===== config.mk =====
export PLATFORM = sky130hd
export DESIGN_NAME = apb_csr_completer
export DESIGN_NICKNAME = d
export VERILOG_FILES = /design/src/rtl/apb_csr_pkg.sv /design/src/rtl/apb_csr_bytereg.sv /design/src/rtl/apb_csr_completer.sv
export SDC_FILE = /design/constraint.sdc
export NUM_CORES = 1
export LEC_CHECK = 0
export ABC_CLOCK_PERIOD_IN_PS = 3800
export BUFFER_PORTS_ARGS = -buffer_cell sky130_fd_sc_hd__buf_2
export CELL_PAD_IN_SITES_DETAIL_PLACEMENT = 0
export CELL_PAD_IN_SITES_GLOBAL_PLACEMENT = 1
export CORE_MARGIN = 5
export CORE_UTILIZATION = 41
export CTS_CLUSTER_DIAMETER = 30
export DETAILED_ROUTE_END_ITERATION = 12
export PLACE_DENSITY_LB_ADDON = 0.3
export SLEW_MARGIN = 10
export SYNTH_ARGS = -nofsm -noshare
export SYNTH_HDL_FRONTEND = slang
export SYNTH_SLANG_ARGS = --single-unit

===== constraint.sdc =====
create_clock -name clk -period 3.8 [get_ports clk]
set_input_delay 0.76 -clock clk [delete_from_list [all_inputs] [get_ports clk]]
set_output_delay 0.76 -clock clk [all_outputs]
set_load 0.05 [all_outputs]

===== src/rtl/apb_csr_pkg.sv =====
// Shared definitions for the APB4 status/control CSR window.
package apb_csr_pkg;

    localparam int unsigned ADDR_W = 12;
    localparam int unsigned DATA_W = 32;
    localparam int unsigned STRB_W = 4;
    localparam int unsigned PROT_W = 3;
    localparam int unsigned WCNT_W = 4;

    localparam logic [ADDR_W-1:0] OFS_CTRL    = 12'h000;
    localparam logic [ADDR_W-1:0] OFS_STAT    = 12'h004;
    localparam logic [ADDR_W-1:0] OFS_SCRATCH = 12'h008;
    localparam logic [ADDR_W-1:0] OFS_ID      = 12'h00C;
    localparam logic [ADDR_W-1:0] OFS_LIMIT   = 12'h010;

    typedef enum logic {
        IDLE   = 1'b0,
        ACCESS = 1'b1
    } state_t;

    // Request fields captured in the SETUP phase.
    typedef struct packed {
        logic [ADDR_W-1:0] addr;
        logic              write;
        logic [DATA_W-1:0] wdata;
        logic [STRB_W-1:0] strb;
        logic [PROT_W-1:0] prot;
    } apb_req_t;

    // True for offsets that accept writes.
    function automatic logic is_rw_offset(input logic [ADDR_W-1:0] ofs);
        return (ofs == OFS_CTRL) || (ofs == OFS_SCRATCH);
    endfunction

endpackage


===== src/rtl/apb_csr_bytereg.sv =====
// 32-bit register with per-byte write enables and a parameterised reset value.
module apb_csr_bytereg
    import apb_csr_pkg::*;
#(
    parameter logic [DATA_W-1:0] RST_VAL = '0
) (
    input  logic              clk,
    input  logic              rst,
    input  logic [STRB_W-1:0] be,
    input  logic [DATA_W-1:0] d,
    output logic [DATA_W-1:0] q
);

    // Byte-lane update; lanes without an enable hold their value.
    always_ff @(posedge clk) begin
        if (rst) begin
            q <= RST_VAL;
        end else begin
            for (int i = 0; i < int'(STRB_W); i++) begin
                if (be[i]) begin
                    q[8*i +: 8] <= d[8*i +: 8];
                end
            end
        end
    end

endmodule


===== src/rtl/apb_csr_completer.sv =====
// APB4 completer for the status/control CSR window: CTRL, STAT, SCRATCH, ID.
module apb_csr_completer
    import apb_csr_pkg::*;
#(
    parameter int unsigned       WAIT_CYCLES = 1,
    parameter logic [DATA_W-1:0] CTRL_RST    = 32'h0000_0000,
    parameter logic [DATA_W-1:0] ID_VALUE    = 32'hC0F1_6001
) (
    input  logic              clk,
    input  logic              rst,
    input  logic              psel,
    input  logic              penable,
    input  logic              pwrite,
    input  logic [ADDR_W-1:0] paddr,
    input  logic [DATA_W-1:0] pwdata,
    input  logic [STRB_W-1:0] pstrb,
    input  logic [PROT_W-1:0] pprot,
    output logic [DATA_W-1:0] prdata,
    output logic              pready,
    output logic              pslverr,
    input  logic [DATA_W-1:0] stat_rdata,
    output logic              stat_read,
    output logic [DATA_W-1:0] ctrl_q,
    output logic              ctrl_wr
);

    localparam logic [WCNT_W-1:0] WCNT_LOAD = WCNT_W'(WAIT_CYCLES);

    state_t            state_q, state_d;
    logic [WCNT_W-1:0] wcnt_q, wcnt_d;
    apb_req_t          req_q, req_d;

    logic              done;
    logic              err;
    logic              commit;
    logic              ctrl_wr_d;
    logic [STRB_W-1:0] ctrl_be;
    logic [STRB_W-1:0] scratch_be;
    logic [DATA_W-1:0] scratch_q;
    logic [DATA_W-1:0] rd_mux;
    logic              unused_prot;

    // State, wait counter, latched request and the post-write CTRL pulse.
    always_ff @(posedge clk) begin
        if (rst) begin
            state_q <= IDLE;
            wcnt_q  <= '0;
            req_q   <= '0;
            ctrl_wr <= 1'b0;
        end else begin
            state_q <= state_d;
            wcnt_q  <= wcnt_d;
            req_q   <= req_d;
            ctrl_wr <= ctrl_wr_d;
        end
    end

    // Next-state logic: capture on SETUP, count wait states, leave on completion or abort.
    always_comb begin
        state_d = state_q;
        wcnt_d  = wcnt_q;
        req_d   = req_q;
        case (state_q)
            IDLE: begin
                if (psel && !penable) begin
                    state_d = ACCESS;
                    wcnt_d  = WCNT_LOAD;
                    req_d   = '{addr: paddr, write: pwrite, wdata: pwdata,
                                strb: pstrb, prot: pprot};
                end
            end
            ACCESS: begin
                if (!psel) begin
                    state_d = IDLE;
                end else if (wcnt_q != '0) begin
                    wcnt_d = wcnt_q - WCNT_W'(1);
                end else if (penable) begin
                    state_d = IDLE;
                end
            end
            default: state_d = IDLE;
        endcase
    end

    // Completion and error decode on the latched request.
    always_comb begin
        done   = (state_q == ACCESS) && psel && penable && (wcnt_q == '0);
        err    = (req_q.addr >= OFS_LIMIT)
              || (req_q.addr[1:0] != 2'b00)
              || (req_q.write && !is_rw_offset(req_q.addr))
              || (req_q.write && !req_q.prot[0]);
        commit = done && req_q.write && !err;
    end

    // Byte enables into the writable registers and the CTRL change notification.
    always_comb begin
        ctrl_be    = (commit && (req_q.addr == OFS_CTRL))    ? req_q.strb : '0;
        scratch_be = (commit && (req_q.addr == OFS_SCRATCH)) ? req_q.strb : '0;
        ctrl_wr_d  = commit && (req_q.addr == OFS_CTRL);
    end

    // Read mux; STAT passes the live status value through.
    always_comb begin
        rd_mux = '0;
        case (req_q.addr)
            OFS_CTRL:    rd_mux = ctrl_q;
            OFS_STAT:    rd_mux = stat_rdata;
            OFS_SCRATCH: rd_mux = scratch_q;
            OFS_ID:      rd_mux = ID_VALUE;
            default:     rd_mux = '0;
        endcase
    end

    // APB response and read-to-clear strobe, all qualified by completion.
    always_comb begin
        pready    = done;
        pslverr   = done && err;
        prdata    = (done && !req_q.write && !err) ? rd_mux : '0;
        stat_read = done && !req_q.write && !err && (req_q.addr == OFS_STAT);
    end

    assign unused_prot = ^req_q.prot[PROT_W-1:1];

    apb_csr_bytereg #(
        .RST_VAL(CTRL_RST)
    ) u_ctrl (
        .clk(clk),
        .rst(rst),
        .be (ctrl_be),
        .d  (req_q.wdata),
        .q  (ctrl_q)
    );

    apb_csr_bytereg #(
        .RST_VAL('0)
    ) u_scratch (
        .clk(clk),
        .rst(rst),
        .be (scratch_be),
        .d  (req_q.wdata),
        .q  (scratch_q)
    );

endmodule


* Word level (Yosys, flattened, before mapping)
Cells that the tools add are included.
Word-level totals: logic and storage cells 67, bits in registers 120, input bits 88, output and inout port bits 68
Operators by class: order comparisons 1, bitwise operators 1, reductions and logical operators 29, mux-type cells 13, $add $sub $neg 1, eq/ne operators 6
Operator list (number):
- case mux 32 bit (4 select lines) | 1
- two-way mux 32 bit | 1
- equality test 12 x 4 -> 1 bit (second input constant) | 2
- two-way mux 4 bit | 5
- logical AND 1 bit | 14
- equality test 12 x 3 -> 1 bit (second input constant) | 1
- greater-or-equal comparator 12 x 5 -> 1 bit (second input constant) | 1
- zero test 12 bit | 1
- case mux 4 bit (2 select lines) | 1
- zero test 1 bit | 5
- zero test 4 bit | 1
- logical OR 1 bit | 4
- two-way mux 1 bit | 4
- != test 2 bit (second input constant) | 2
- nonzero test 4 bit | 1
- subtractor 4 x 1 -> 4 bit (second input constant) | 1
- AND reduction 3 bit | 1
- != test 2 x 1 -> 1 bit (second input constant) | 1
- case mux 1 bit (2 select lines) | 1
- AND reduction 2 bit | 1
- nonzero test 2 bit | 1
- NOT 1 bit | 1

* Logic depth before layout (Yosys ltp)
depth after elaboration 10, mapped depth 8, depth with buffers taken out 7

* Modules after synthesis
Synthesis repeated with hierarchy kept, for this count alone.
Second synthesis, totals: cells, all modules 596, area, all modules 5273.8 µm²
By module, submodules not included:
- apb_csr_completer | instances 1, area an instance 2991.6 µm², cells an instance 390, seq. area each 1121.1 µm²
- apb_csr_bytereg | instances 2, area an instance 1141.1 µm², cells an instance 103, seq. area each 640.6 µm²

* Least setup slack after synthesis
Ideal clock, no wire load.
kind input -> output, start point input penable, end point output prdata[10], path buffers 1, data required time 3040 ps, arrival 2594 ps, stages 6, slack 446 ps, cell sequence and3_1 > nand2_1 > inv_1 > nand3b_1 > clkbuf_1 > nor2_1
Between the ends: longest elaborated chain between the ends 5
Ends and longest elaborated chain:
- from (decl) | line apb_csr_completer.sv:12 | input logic penable,
- logical AND 1 bit (2 in series) | line apb_csr_completer.sv:87 | done = (state_q == ACCESS) && psel && penable && (wcnt_q == '0);
- named net pready | line apb_csr_completer.sv:19 | output logic pready,
- logical AND 1 bit (2 in series) | line apb_csr_completer.sv:118 | prdata = (done && !req_q.write && !err) ? rd_mux : '0;
- two-way mux 32 bit | line apb_csr_completer.sv:118
- to (decl) | line apb_csr_completer.sv:18 | output logic [DATA_W-1:0] prdata,
The timed path passes the listed nets, and every way through them passes these cells.

* Worst setup path in the final report
start point register req_q[47] in the netlist's numbering, end point output prdata[12]
Between the ends: longest elaborated chain between the ends 9, elaborated cells on any way between the ends 15, classes of those cells order compare: 1; eq/ne: 3; mux: 2; reduce/logical: 9
Ends and longest elaborated chain:
- from (decl) | line apb_csr_completer.sv:31 | apb_req_t req_q, req_d;
- from (signal assigned) | line apb_csr_completer.sv:53 | req_q <= req_d;
- branches (longest 8 deep; another with greater-or-equal comparator 12 x 5 -> 1 bit)
- two-way mux 32 bit (*) | line apb_csr_completer.sv:118
Mark *: on every way between the ends.

==> flow_metrics.env <==
export IMPL_start_util_pct=41.6
export IMPL_synth_distinct_cells=37
export IMPL_drv_cap=0
export IMPL_path_clk_slew_ps=50
export IMPL_final_common_cell="buf_2"
export IMPL_chipHeight_um=126
export IMPL_cts_buffers=17
export IMPL_num_rows=42
export IMPL_clock_sinks=120
export IMPL_worst_pin_slew_ps=1070
export IMPL_required_ps=3040
export IMPL_crit_fanout=23
export IMPL_finalCriticalPeriod_ps=3310
export IMPL_layout_drive_gt1_share_pct=29.8
export IMPL_crit_path_max_incr_delay_ps=680
export IMPL_post_cts_resized=0
export IMPL_drt_iter0_drc=487
export IMPL_via_per_inst=5.40
export IMPL_start_kind="register"
export IMPL_gp_congestion=0.751
export IMPL_core_mm2=0.0132
export IMPL_io_buffer_count=153
export IMPL_vias=5379
export IMPL_antenna_found_initial=0
export IMPL_crit_path_end_kind="output port"
export IMPL_hold_violations=0
export IMPL_cp_arrival_ps=2550
export IMPL_cp_cell_sequence="or4_1, nor4_4, buf_4, a22oi_1, nor2_1, buf_2"
export IMPL_post_cts_buffers=0
export IMPL_grt_setup_unrepaired="no"
export IMPL_grt_max_degree=66
export IMPL_grt_pass1_vias=5387
export IMPL_grt_pass1_wl_mm=27.1
export IMPL_drt_first_pass_iters=5
export IMPL_cts_root_buf="clkbuf_16"
export IMPL_setup_tns_ps=0
export IMPL_htree_levels=4
export IMPL_cp_top_family="simple AND/OR/NAND/NOR gates"
export IMPL_ys_ff_latch=120
export IMPL_die_area_mm2=0.0158
export IMPL_drcViolationCount=0
export IMPL_fmax_mhz=302
export IMPL_setup_violations=0
export IMPL_clock_path_buffers=2
export IMPL_syn_nets=772
export IMPL_syn_area_per_cell_um2=8.04
export IMPL_finClkSkew_ps=11.0
export IMPL_cts_tree="done"
export IMPL_critPathKind="reg2out"
export IMPL_dp_hpwl_mm=10.8
export IMPL_wl_mm=16.5
export IMPL_finish_net_count=896
export IMPL_finalCritPeriodShare_pct=87.1
export IMPL_slew_viol_final=0
export IMPL_critPathBufInv=2
export IMPL_outcome="completed"
export IMPL_grt_ovfl_total=0
export IMPL_syn_inst=683
export IMPL_layout_common_cells="152 x buf_2, 119 x dfxtp_1, 117 x a21oi_1, 105 x nand2_1, 67 x nand3_1"
export IMPL_area_growth_pct=25.3
export IMPL_maxSlewHeadroom_pct=28.5
export IMPL_antenna_cells=0
export IMPL_ios=156
export IMPL_cts_hold_buf=0
export IMPL_hp_class="reg2reg"
export IMPL_critPathSlowestCell="or4_1"
export IMPL_power_density_mw_per_mm2=461
export IMPL_die_x_um=126
export IMPL_routedWlPerCell_um=16.5
export IMPL_ant_nets=0
export IMPL_yosysWarnings=0
export IMPL_p_leak_nw=2.63
export IMPL_syn_cell_area_mm2=0.00549
export IMPL_clk_latency_ps=410
export IMPL_ir_drop_v=0.000254
export IMPL_globalRouteTotalUtil_pct=20.9
export IMPL_fin_util_pct=52.2
export IMPL_seq_area_frac_synth_pct=43.8
==> metrics by stage <==
step                      hold slack (ps)  instances  power (mW)  instance area [µm²]  setup WS, ps
final                                 448        996        3.17                 6880           489
after global routing                  475        996        3.29                 6880           362
after CTS                             449        996        3.21                 6880           464
after detailed placement              442        964        1.55                 6270           814
after global placement                441        964        1.54                 6270           832
after floorplan                       431        683        1.46                 5490           446
==> report_power, final <==
group	switching (mW)	leakage, nW	internal, mW
Combinational	0.137	1.37	0.0785
Clock	0.560	0.289	1.09
Sequential	0.0197	0.973	1.29
Total	0.716	2.63	2.46
==> area by class of cell <==
class	instances	area (µm²)
clock buffers	19	433
clock inverters	13	179
fillers	1279	6310
inverters	4	15.0
multi-input cells	497	2760
flip-flops and latches	120	2400
well taps	176	220
repair buffers	167	873
==> tightest hold or removal path, delay by kind of cell, from the launching register on <==
kind,cells,cell delay [ps]
flip-flops,1,300
AND/OR/NAND/NOR,1,50
AO/OA/AOI/OAI,1,50
==> synth_stat cells, drive strengths merged <==
cell type  instances  area share [%]
a211oi             1            0.14
a21oi            117              11
a22oi             22             3.0
and3               1            0.11
and4               1            0.16
buf               25             3.6
clkbuf            37             2.5
dfxtp            120              44
ha                 1            0.23
inv                4            0.27
mux2              32             6.6
nand2            105             7.2
nand2b             2            0.23
nand3             67             6.1
nand3b             2            0.27
nand4              1            0.11
nand4b             5            0.80
nor2              35             2.4
nor2b              1            0.11
nor3               8            0.73
nor3b              1            0.14
nor4               4            0.96
nor4b              4             1.1
o21ai             65             5.9
o22ai             10             1.1
or2                2            0.23
or3                4            0.46
or3b               1            0.16
or4                3            0.55
xnor2              1            0.16
xor2               1            0.16
==> cell families (layout without fill, tap and decap cells) <==
| logic type | after synthesis | count (layout) | synth area share, % |
|---|---|---|---|
| AO/OA/AOI/OAI | 215 | 215 | 20.9 |
| XOR/XNOR | 2 | 2 | 0.319 |
| adder cells (fa/ha/maj) | 1 | 1 | 0.228 |
| buffers and inverters | 66 | 203 | 6.45 |
| flip-flops | 120 | 120 | 43.8 |
| multiplexers | 32 | 32 | 6.56 |
| AND/OR/NAND/NOR | 247 | 247 | 21.8 |
==> routing by layer <==
metal | track usage (%) | wire [µm] | part of all wire [%]
met5 | 0 | 0 | 0
met4 | 6.38 | 233 | 1.4
met3 | 5.84 | 1090 | 6.6
met2 | 35.5 | 7970 | 48
met1 | 25.8 | 7160 | 43
==> flip-flops by register name, indices dropped and copies added (netlist names) <==
| signal | flops |
|---|---|
| req_q | 50 |
| u_ctrl.q | 32 |
| state_q | 1 |
| ctrl_wr | 1 |
| u_scratch.q | 32 |
| wcnt_q | 4 |
==> worst paths after layout <==
check,from,end,slack (ps),cells past startpoint
worst min register to register,req_q[45]$_SDFFE_PP0P_,req_q[45]$_SDFFE_PP0P_,450,2
worst max-delay path,req_q[47]$_SDFFE_PP0P_,prdata[12],490,6
worst max register to register,wcnt_q[0]$_SDFFE_PP0P_,u_scratch.q[16]$_SDFFE_PP0P_,1260,6
worst min-delay path,req_q[45]$_SDFFE_PP0P_,req_q[45]$_SDFFE_PP0P_,450,2
(Power assumes the default switching activity.)
